<file path="config.mk">
export PLATFORM = sky130hd
export DESIGN_NAME = ts_multi_generator
export DESIGN_NICKNAME = d
export VERILOG_FILES = /design/src/rtl/ts_multi_generator.sv
export SDC_FILE = /design/constraint.sdc
export NUM_CORES = 1
export LEC_CHECK = 0
export ABC_AREA = 0
export BUFFER_PORTS_ARGS = -buffer_cell sky130_fd_sc_hd__buf_2
export CAP_MARGIN = 0
export CORE_MARGIN = 2
export CORE_UTILIZATION = 46
export CTS_CLUSTER_DIAMETER = 40
export DETAILED_ROUTE_END_ITERATION = 8
export GPL_ROUTABILITY_DRIVEN = 0
export PLACE_DENSITY = 0.74
export SLEW_MARGIN = 20
export SYNTH_ARGS = -nofsm -noshare
export SYNTH_HDL_FRONTEND = slang
export SYNTH_SLANG_ARGS = --single-unit
</file>
<file path="constraint.sdc">
create_clock -name CLK -period 1.97 [get_ports CLK]
set_input_delay 0 -clock CLK [delete_from_list [all_inputs] [get_ports CLK]]
set_output_delay 0 -clock CLK [all_outputs]
set_load 0.02 [all_outputs]
</file>
<file path="src/rtl/ts_multi_generator.sv">
// Multi-PID MPEG-TS test stream generator: round-robin packets for N_CH PIDs on one
// parallel TS port, with per-PID continuity counters, optional stuffing and idle gaps.
module ts_multi_generator #(
    parameter int N_CH      = 4,
    parameter int PKT_LEN   = 188,
    parameter int GAP_SLOTS = 0
) (
    input  logic        CLK,
    input  logic        RST,
    input  logic [12:0] PID_BASE,
    input  logic        ENABLE,
    output logic [7:0]  DATA,
    output logic        D_CLK,
    output logic        D_VALID,
    output logic        P_SYNC
);

    localparam int               CH_W      = (N_CH > 1) ? $clog2(N_CH) : 1;
    localparam logic [CH_W-1:0]  CH_LAST   = CH_W'(N_CH - 1);
    localparam logic [7:0]       GAP_LAST  = (GAP_SLOTS > 0) ? 8'(GAP_SLOTS - 1) : 8'd0;
    localparam bit               HAS_STUFF = (PKT_LEN == 204);
    localparam bit               HAS_GAP   = (GAP_SLOTS > 0);

    if (!(PKT_LEN == 188 || PKT_LEN == 204) || N_CH < 1 || N_CH > 16 ||
        GAP_SLOTS < 0 || GAP_SLOTS > 255) begin : g_param_check
        $error("ts_multi_generator: illegal PKT_LEN, N_CH or GAP_SLOTS");
    end

    typedef enum logic [1:0] {S_IDLE, S_SEND, S_STUFF, S_GAP} state_t;

    state_t          state_q, state_d;
    logic [7:0]      cnt_q, cnt_d;
    logic [CH_W-1:0] ch_q, ch_d;
    logic [3:0]      cc_q [N_CH];
    logic [3:0]      cc_d [N_CH];
    logic [12:0]     pid_q, pid_d;
    logic            dclk_q, dclk_d;
    logic [7:0]      data_q, data_d;
    logic            valid_q, valid_d;
    logic            sync_q, sync_d;
    logic            slot_s;
    logic            pkt_end_s;

    // A slot edge is the CLK edge that takes D_CLK from 1 to 0
    assign slot_s = dclk_q;
    assign dclk_d = ~dclk_q;

    // State register and all datapath flops
    always_ff @(posedge CLK or negedge RST) begin
        if (!RST) begin
            state_q <= S_IDLE;
            cnt_q   <= 8'd0;
            ch_q    <= '0;
            cc_q    <= '{default: 4'd0};
            pid_q   <= 13'd0;
            dclk_q  <= 1'b0;
            data_q  <= 8'd0;
            valid_q <= 1'b0;
            sync_q  <= 1'b0;
        end else begin
            state_q <= state_d;
            cnt_q   <= cnt_d;
            ch_q    <= ch_d;
            cc_q    <= cc_d;
            pid_q   <= pid_d;
            dclk_q  <= dclk_d;
            data_q  <= data_d;
            valid_q <= valid_d;
            sync_q  <= sync_d;
        end
    end

    // Next-state and slot counter; flags the last slot of a packet (incl. stuffing/gap)
    always_comb begin
        state_d   = state_q;
        cnt_d     = cnt_q;
        pkt_end_s = 1'b0;
        if (slot_s) begin
            case (state_q)
                S_IDLE: begin
                    if (ENABLE) begin
                        state_d = S_SEND;
                        cnt_d   = 8'd1;
                    end else begin
                        state_d = S_IDLE;
                    end
                end
                S_SEND: begin
                    if (cnt_q == 8'd187) begin
                        cnt_d = 8'd0;
                        if (HAS_STUFF) begin
                            state_d = S_STUFF;
                        end else if (HAS_GAP) begin
                            state_d = S_GAP;
                        end else begin
                            state_d   = S_IDLE;
                            pkt_end_s = 1'b1;
                        end
                    end else begin
                        cnt_d = cnt_q + 8'd1;
                    end
                end
                S_STUFF: begin
                    if (cnt_q == 8'd15) begin
                        cnt_d = 8'd0;
                        if (HAS_GAP) begin
                            state_d = S_GAP;
                        end else begin
                            state_d   = S_IDLE;
                            pkt_end_s = 1'b1;
                        end
                    end else begin
                        cnt_d = cnt_q + 8'd1;
                    end
                end
                S_GAP: begin
                    if (cnt_q == GAP_LAST) begin
                        cnt_d     = 8'd0;
                        state_d   = S_IDLE;
                        pkt_end_s = 1'b1;
                    end else begin
                        cnt_d = cnt_q + 8'd1;
                    end
                end
                default: begin
                    state_d = S_IDLE;
                    cnt_d   = 8'd0;
                end
            endcase
        end else begin
            state_d = state_q;
        end
    end

    // PID latched at packet start; channel rotation and CC advance at packet end
    always_comb begin
        ch_d  = ch_q;
        cc_d  = cc_q;
        pid_d = pid_q;
        if (slot_s && state_q == S_IDLE && ENABLE) begin
            pid_d = PID_BASE + 13'(ch_q);
        end else begin
            pid_d = pid_q;
        end
        if (pkt_end_s) begin
            cc_d[ch_q] = cc_q[ch_q] + 4'd1;
            ch_d       = (ch_q == CH_LAST) ? '0 : ch_q + CH_W'(1);
        end else begin
            ch_d = ch_q;
        end
    end

    // Output byte for the slot being launched
    always_comb begin
        data_d  = data_q;
        valid_d = valid_q;
        sync_d  = sync_q;
        if (slot_s) begin
            data_d  = 8'd0;
            valid_d = 1'b0;
            sync_d  = 1'b0;
            case (state_q)
                S_IDLE: begin
                    if (ENABLE) begin
                        data_d  = 8'h47;
                        valid_d = 1'b1;
                        sync_d  = 1'b1;
                    end else begin
                        data_d = 8'd0;
                    end
                end
                S_SEND: begin
                    valid_d = 1'b1;
                    case (cnt_q)
                        8'd1:    data_d = {3'b010, pid_q[12:8]};
                        8'd2:    data_d = pid_q[7:0];
                        8'd3:    data_d = {4'b0001, cc_q[ch_q]};
                        default: data_d = cnt_q - 8'd4;
                    endcase
                end
                default: begin
                    data_d = 8'd0;
                end
            endcase
        end else begin
            data_d = data_q;
        end
    end

    assign DATA    = data_q;
    assign D_CLK   = dclk_q;
    assign D_VALID = valid_q;
    assign P_SYNC  = sync_q;

endmodule

</file>
Word level (Yosys, flattened, before mapping)
Cells that the tools add are included.
{"block": "totals", "ff_bits": 52, "latchBits": 0, "mem_bits_rw": 0, "mem_bits_ro": 0, "in_bits": 16, "mem_count": 0}
{"block": "classes", "n_addsub": 5, "mul": 0, "div_mod_pow": 0, "n_lt_le_gt_ge": 2, "eq_ne": 13, "shifts": 0, "muxes": 28, "bitwise_logic": 2, "n_reduce_logical": 7}
{"op": "8-bit 2-to-1 mux", "count": 4}
{"op": "8-bit case mux with 4 select lines", "count": 1}
{"op": "8-bit case mux with 3 select lines", "count": 1}
{"op": "16-bit bitwise mux", "count": 1}
{"op": "8-bit by 2-bit == test with 1-bit output (second input constant)", "count": 2}
{"op": "8-bit case mux with 2 select lines", "count": 1}
{"op": "13-bit by 2-bit adder with 13-bit output", "count": 1}
{"op": "4-bit 2-to-1 mux", "count": 3}
{"op": "8-bit by 1-bit adder with 8-bit output (second input constant)", "count": 1}
{"op": "4-bit binary-select mux with 2-bit select", "count": 1}
{"op": "4-bit demux with 2-bit select", "count": 1}
{"op": "8-bit by 1-bit == test with 1-bit output (second input constant)", "count": 1}
{"op": "8-bit by 4-bit == test with 1-bit output (second input constant)", "count": 1}
{"op": "8-bit == test (second input constant)", "count": 1}
{"op": "8-bit logical NOT", "count": 1}
{"op": "2-bit 2-to-1 mux", "count": 4}
{"op": "2-bit != test (second input constant)", "count": 4}
{"op": "2-bit case mux with 4 select lines", "count": 1}
{"op": "8-bit by 3-bit subtractor with 8-bit output (second input constant)", "count": 1}
{"op": "1-bit 2-to-1 mux", "count": 7}
{"op": "7-bit 2-to-1 mux", "count": 1}
{"op": "2-bit == test (second input constant)", "count": 3}
{"op": "4-bit by 1-bit adder with 4-bit output (second input constant)", "count": 1}
{"op": "4-bit AND reduction", "count": 1}
{"op": "other kinds (11)", "count": 13}

Longest topological paths before layout
Gate-level depths: netlist (run 1).
{"block": "logic_depth", "ltp_word": 6, "depth_mapped": 7, "ltp_nobuf": 7}

Least setup slack after synthesis (run 1)
Ideal clock, no wire load.
{"block": "synth_timing", "path_kind": "reg-to-reg", "from": "register ch_q[1]", "to": "register pid_q[12]", "setup_time_ns": 0.084, "t_arrival_ns": 1.854, "setup_slack_ns": 0.033, "stages_incl_launch_ff": 7, "path_buffers": 0, "synth_period_minus_slack_ns": 1.937, "cell_sequence": "dfrtp_1 -> inv_1 -> fa_1 -> nor4_1 -> nand4_1 -> xor2_1 -> o21ai_0"}
{"block": "synth_between", "elab_chain_cells": 1}
{"item": "from (decl)", "line": "33", "text": "logic [CH_W-1:0] ch_q, ch_d;"}
{"item": "from (signal assigned)", "line": "63", "text": "ch_q <= ch_d;"}
{"item": "13-bit by 2-bit adder with 13-bit output", "line": "141", "text": "pid_d = PID_BASE + 13'(ch_q);"}
{"item": "to (signal assigned)", "line": "65", "text": "pid_q <= pid_d;"}
{"item": "to (decl)", "line": "36", "text": "logic [12:0] pid_q, pid_d;"}
No other way between the ends.
A chain may end at the register's enable or synchronous reset.

Worst setup path after layout (run 1)
{"block": "layout_timing", "from": "register cnt_q[0]", "to": "register data_q[3] (netlist: DATA[3])"}
{"block": "layout_between", "elab_chain_cells": 3}
{"item": "from (decl)", "line": "32", "text": "logic [7:0] cnt_q, cnt_d;"}
{"item": "from (signal assigned)", "line": "62", "text": "cnt_q <= cnt_d;"}
{"item": "8-bit by 3-bit subtractor with 8-bit output, or another cell as far along", "line": "178", "text": "default: data_d = cnt_q - 8'd4;"}
{"item": "8-bit case mux with 3 select lines *", "line": "174", "text": "case (cnt_q)"}
{"item": "8-bit case mux with 2 select lines *", "line": "162", "text": "case (state_q)"}
{"item": "to (signal assigned)", "line": "67", "text": "data_q <= data_d;"}
{"item": "to (decl)", "line": "38", "text": "logic [7:0] data_q, data_d;"}
Every way passes the cells marked *; elsewhere a longest branch is shown, timed or not.

==> qor.yml, run 1 <==
crit_path_max_fanout: 6
worst_pin_slew_ns: 0.831
cts_tree: "yes"
fin_setup_tns_ns: 0
insertion_delay_ns: 0.31
max_freq_mhz: 534
cts_root_buffer: "clkbuf_8"
num_antenna_cells: 0
ant_nets: 0
die-area_um2: 6510
die_x_um: 80.7
wl_per_cell_um: 15.1
ir_worst_vdd_v: 0.000470
start_kind: "flip-flop"
firstDrtPassIters: 4
post-route-cell-area_um2: 3230
endpoint_kind: "flip-flop"
final_common_cell: "dfrtp_1"
synth_seq_cells: 51
grt_max_degree: 39
crit_type: "flip-flop to flip-flop"
cts_sinks: 51
core_um2: 5610
cts_setup_buffers: 0
syn2layout_area_growth_pct: 19.4
run_status: "finished clean"
setup_viol: 0
fin_skew_ns: 0.00607
drv_cap: 0
critPathArrivalTime_ns: 2.11
netlist_area_um2: 2710
synth_edf_count: 0
clk_pin_slew_ns: 0.09
ys_warn_count: 0
layout.nets: 338
grt_pass1_vias: 2092
yosys.cell_types.count: 50
fin_crit_sh_pct: 95.1
cts-buffers-inserted: 5
viasPerCell: 5.46
final_cell_mix: "dfrtp_1, nand2_1, buf_2"
drive_gt1_share_pct: 24.9
place_hpwl_um: 4450
hold_viol_final: 0
fin_util_pct: 57.6
via_count: 2079
p_leak_nw: 1.47
wl_met3_um: 230
portBuffers: 26
io_pins: 27
worstPathRequired_ns: 2.20
async_flop_share_pct: 100
dpl.cell_count: 368
min_path_type: "input port to flip-flop"
maxSlewViolCount: 0
top_layer_used: "met4"
rsz0062_at_grt: "true"
synth_cells: 260
cts_buffer_depth: 2
synthTopCellsByArea: "dfrtp_1, ha_1, nand2_1"
htreeDepth: 2
overflow: 0
antenna_found_initial: 0
wirelength_um: 5770
die_y_um: 80.7
synth_flop_cell: "dfrtp_1"
drt-initial-drc-count: 145
rows: 27
fillers: 487
finalNonFillerCells: 381
cellPowerDensity_nw_per_um2: 1000
wl_met1_um: 2780
drc: 0
finalCriticalPeriod_ns: 1.87
synth_top_area_share_pct: 47.2
syn-num-nets: 290
seq_area_frac_synth_pct: 47.2
grt_pass1_wl_um: 10100
initial_core_util_pct: 48.3
placed_area_um2: 3020
wl_met2_um: 2690
track_usage_pct: 20.5
max_slew_margin_pct: 44.6
avgSynthCellArea_um2: 10.4
yosysTopAreaCell: "dfrtp_1"
[Yosys cell counts (7+ instances only)]
| cell type | count |
|---|---|
| dfrtp_1 | 51 |
| nand2_1 | 39 |
| o21ai_0 | 21 |
| inv_1 | 15 |
| ha_1 | 13 |
| nor2_1 | 12 |
| xor2_1 | 11 |
| mux2_2 | 9 |
| xnor2_1 | 9 |
| a21oi_1 | 7 |
| nand3_1 | 7 |
[per-layer routing]
layer | GRT usage [%] | vias up
li1 | - | 1016
met1 | 28.8 | 1012
met2 | 33.1 | 45
met3 | 3.71 | 6
met4 | 5.42 | 0
met5 | 0 | -
[state kept, by name (all words and copies together) (netlist names)]
name	flops
DATA	8
D_CLK	1
D_VALID	1
P_SYNC	1
cc_q	16
ch_q	2
cnt_q	8
pid_q	13
state_q	1
[path summary, 6_finish.rpt]
kind	endpoint	slack (ns)	startpoint	cells after the start
max	DATA[3]$_DFFE_PN0P_	0.1	cnt_q[0]$_DFFE_PN0P_	5
min	pid_q[3]$_DFFE_PN0P_	0.007	PID_BASE[3]	3
max reg2reg	DATA[3]$_DFFE_PN0P_	0.1	cnt_q[0]$_DFFE_PN0P_	5
min reg2reg	D_VALID$_DFFE_PN0P_	0.48	D_VALID$_DFFE_PN0P_	1
max in group asynchronous	cnt_q[3]$_DFFE_PN0P_	0.92	RST	3
min in group asynchronous	P_SYNC$_DFFE_PN0P_	0.33	RST	2
[worst max-delay path: stages (launching register included)]
cell and delay (ns):
dfrtp_1 0.42, inv_1 0.10, ha_1 0.30, o31ai_2 0.44
mux2_1 0.38, o2bb2ai_1 0.15
[kinds of logic after synthesis]
family,share of synthesized area [%]
fa+ha+maj,6.75
compound gates,13.7
xor+xnor,7.07
simple gates,13.7
mux,7.49
flops,47.2
buf+inv,4.07
[through the flow]
step | hold WS, ns | setup WS (ns) | power [mW]
final | 0.00736 | 0.0972 | 3.24
after global placement | 0.160 | 0.112 | 2.35
after detailed placement | 0.154 | -0.000529 | 2.38
after global routing | 0.0353 | -0.0554 | 3.47
after floorplan | -0.296 | 0.0325 | 2.05
after CTS | 0.00485 | 0.0535 | 3.27
[final cells by class]
type,count,area [µm²],share of cell area (%)
multi-input cells,184,1340,41.5
clock inverters,3,67.6,2.09
clock buffers,5,68.8,2.13
flip-flops and latches,51,1280,39.5
repair buffers,50,327,10.1
inverters,16,60.1,1.86
well taps,72,90.1,2.79
[repair_timing]
item	in CTS	in global routing
cloned	0	0
setup endpoints to repair	1	11
gates resized for setup	1	5
hold buffers	5	0
hold endpoints to repair	41	0
pin swaps	0	2
[power by group]
group	internal [mW]	total (mW)	switching [mW]
clock	0.506	0.863	0.356
sequential	1.22	1.38	0.163
combinational	0.438	0.996	0.557
Power figures use the tool's default switching activity.
==> run 2, diff against run 1 <==
Settings changed: PLACE_DENSITY 0.74 to 0.72.
Clock period 1.97 ns to 1.8 ns, I/O delays scaled along.
==> run 2 against run 1 <==
Worst hold slack got worse by 0.023 ns. Register-to-register slack got worse by 0.13 ns. Fmax rose by 2.3%. Count of clock-buffer cells in the layout unchanged. Highest routed layer unchanged. Critical path depth did not move. First-iteration DRC count rose by 23%. The flow now finishes with violations (hold timing, setup timing). Largest cell class unchanged. Sequential power grew 8%. Via count grew 5.3%. Utilization rose by 4.8 points. Final area is 8.2% higher.
==> qor.yml, run 2 (synthesized netlist as in run 1, its figures left out) <==
top_regs: "cc_q: 16 flops, pid_q: 13 flops"
run_status: "finished, violations left"
whs_ns: -0.0153  # -0.0226 ns
syn2layout_area_growth_pct: 29.3
largest_reg_flops: 16  # unchanged
grt_util_met2_pct: 34.6  # +1.5 points
cts_root_buffer: "clkbuf_8"
grt_pass1_wl_um: 10400  # +3.1%
grt_pass1_vias: 2191  # +4.7%
final_cell_mix: "dfrtp_1, buf_4, nand2_1"
fin_crit_sh_pct: 102  # +6.7 points
core_um2: 5610  # unchanged
start_kind: "flip-flop"
setup_ws_ns: -0.0313  # -0.129 ns
max_slew_margin_pct: 62.2  # +18 points
rsz0062_at_grt: "true"
max_freq_mhz: 546  # +2.3%
die_x_um: 80.7  # unchanged
violations: "hold timing, setup timing"
place_hpwl_um: 4680  # +5.3%
endpoint_kind: "flip-flop"
ir_worst_vdd_v: 0.000452  # -3.9%
crit_chain: "buf_6 > mux4_2 > ha_4 > xor2_4 > mux2_4"
cts-buffers-inserted: 5  # unchanged
io_pins: 27  # unchanged
finalNonFillerCells: 406  # +6.6%
top_register: "cc_q"
min_path_type: "input port to flip-flop"
hold_viol_final: 1  # +1
cellPowerDensity_nw_per_um2: 1020  # +1.2%
viasPerCell: 5.39  # -1.1%
busiest_layer: "met2"
ant_nets: 0  # unchanged
crit_path_max_fanout: 5  # -1
layout.nets: 363  # +7.4%
htreeDepth: 2  # unchanged
via_count: 2190  # +5.3%
finalCriticalPeriod_ns: 1.83  # -0.0415 ns
initial_core_util_pct: 48.3  # unchanged
total_power_mw: 3.55  # +9.5%
slowest_delay_ns: 0.55  # +0.11 ns
clk_pin_slew_ns: 0.10  # about the same
insertion_delay_ns: 0.31  # about the same
track_usage_pct: 20.9  # +0.38 points
wl_per_cell_um: 15.4  # +1.5%
die-area_um2: 6510  # unchanged
rows: 27  # unchanged
antenna_found_initial: 0  # unchanged
cts_tree: "yes"
worstPathRequired_ns: 1.99  # -0.21 ns
maxSlewViolCount: 0  # unchanged
cts_sinks: 51  # unchanged
final_common_cell: "dfrtp_1"
die_y_um: 80.7  # unchanged
firstDrtPassIters: 5  # +1
use_met3_pct: 3.26  # -0.45 points
drt-initial-drc-count: 178  # +23%
overflow: 0  # unchanged
critPathArrivalTime_ns: 2.02  # -0.09 ns
num_antenna_cells: 0  # unchanged
crit_type: "flip-flop to flip-flop"
drc: 0  # unchanged
cp_slowest_cell: "mux4_2"
portBuffers: 26  # unchanged
grt_max_degree: 27  # -31%
met1_usage_pct: 28.7  # -0.13 points
worst_pin_slew_ns: 0.567  # -0.263 ns
p_leak_nw: 1.58  # +7.7%
drv_cap: 0  # unchanged
drive_gt1_share_pct: 36.5  # +12 points
fillers: 476  # -2.3%
fin_skew_ns: 0.0116  # +0.00551 ns
setup_viol: 4  # +4
wirelength_um: 6240  # +8.2%
dpl.cell_count: 389  # +5.7%
cts_buffer_depth: 2  # unchanged
run 2: final cells by class:
| type | count | area [µm²] | area share (%) |
|---|---|---|---|
| Clock buffer | 5 | 68.8 | 1.97 |
| Clock inverter | 3 | 20.0 | 0.572 |
| Inverter | 16 | 60.1 | 1.72 |
| Multi-Input combinational cell | 184 | 1470 | 41.9 |
| Sequential cell | 51 | 1280 | 36.5 |
| Tap cell | 72 | 90.1 | 2.58 |
| Timing Repair Buffer | 75 | 515 | 14.7 |
run 2: through the flow:
step | setup WS [ns] | TNS, ns | utilization, % | instance area [µm²]
after floorplan | -0.0144 | -0.0644 | - | 2740
after global placement | -0.0348 | -0.0348 | 57.1 | 3200
after detailed placement | -0.0906 | -0.262 | 57.1 | 3200
after CTS | -0.0311 | -0.0476 | 60.5 | 3390
after global routing | -0.0762 | -0.615 | 62.4 | 3500
final | -0.0313 | -0.0821 | 62.4 | 3500
run 2: worst max-delay path, delay by kind of cell (launching register included):
kind       cells  cell delay, ns
xor+xnor       1            0.16
fa+ha+maj      1            0.20
buf+inv        1            0.14
flops          1            0.40
mux            2            0.82
run 2: final timing paths:
kind                                      from              endpoint  slack (ns)  cells past startpoint
max reg2reg                ch_q[0]$_DFFE_PN0P_  cc_q[14]$_DFFE_PN0P_       -0.03                      5
max in group asynchronous                  RST   DATA[7]$_DFFE_PN0P_        0.96                      3
min                                PID_BASE[9]  pid_q[9]$_DFFE_PN0P_       -0.02                      3
min in group asynchronous                  RST   cc_q[0]$_DFFE_PN0P_        0.22                      2
min reg2reg                D_VALID$_DFFE_PN0P_   D_VALID$_DFFE_PN0P_        0.48                      1
max                        ch_q[0]$_DFFE_PN0P_  cc_q[14]$_DFFE_PN0P_       -0.03                      5
run 2: layer usage:
metal	vias up	part of all wire [%]	wire length (µm)
li1	1064	-	-
met1	1066	47	2940
met2	54	49	3030
met3	6	3.2	200
met4	0	1.1	67
met5	-	0	0
run 2: timing repair:
| item | CTS | global route |
|---|---|---|
| buffers inserted | 2 | 3 |
| resized for setup | 9 | 23 |
| endpoints found under the hold margin | 27 | 0 |
| pin swaps | 1 | 13 |
| hold buffers | 4 | 0 |
| gates cloned | 0 | 0 |
| endpoints found under the setup margin | 14 | 28 |
run 2: power breakdown:
part	total, mW	leakage [nW]	internal (mW)	switching, mW
clock	0.651	0.0402	0.271	0.380
combinational	1.41	0.891	0.659	0.754
sequential	1.49	0.652	1.33	0.152
total	3.55	1.58	2.26	1.29
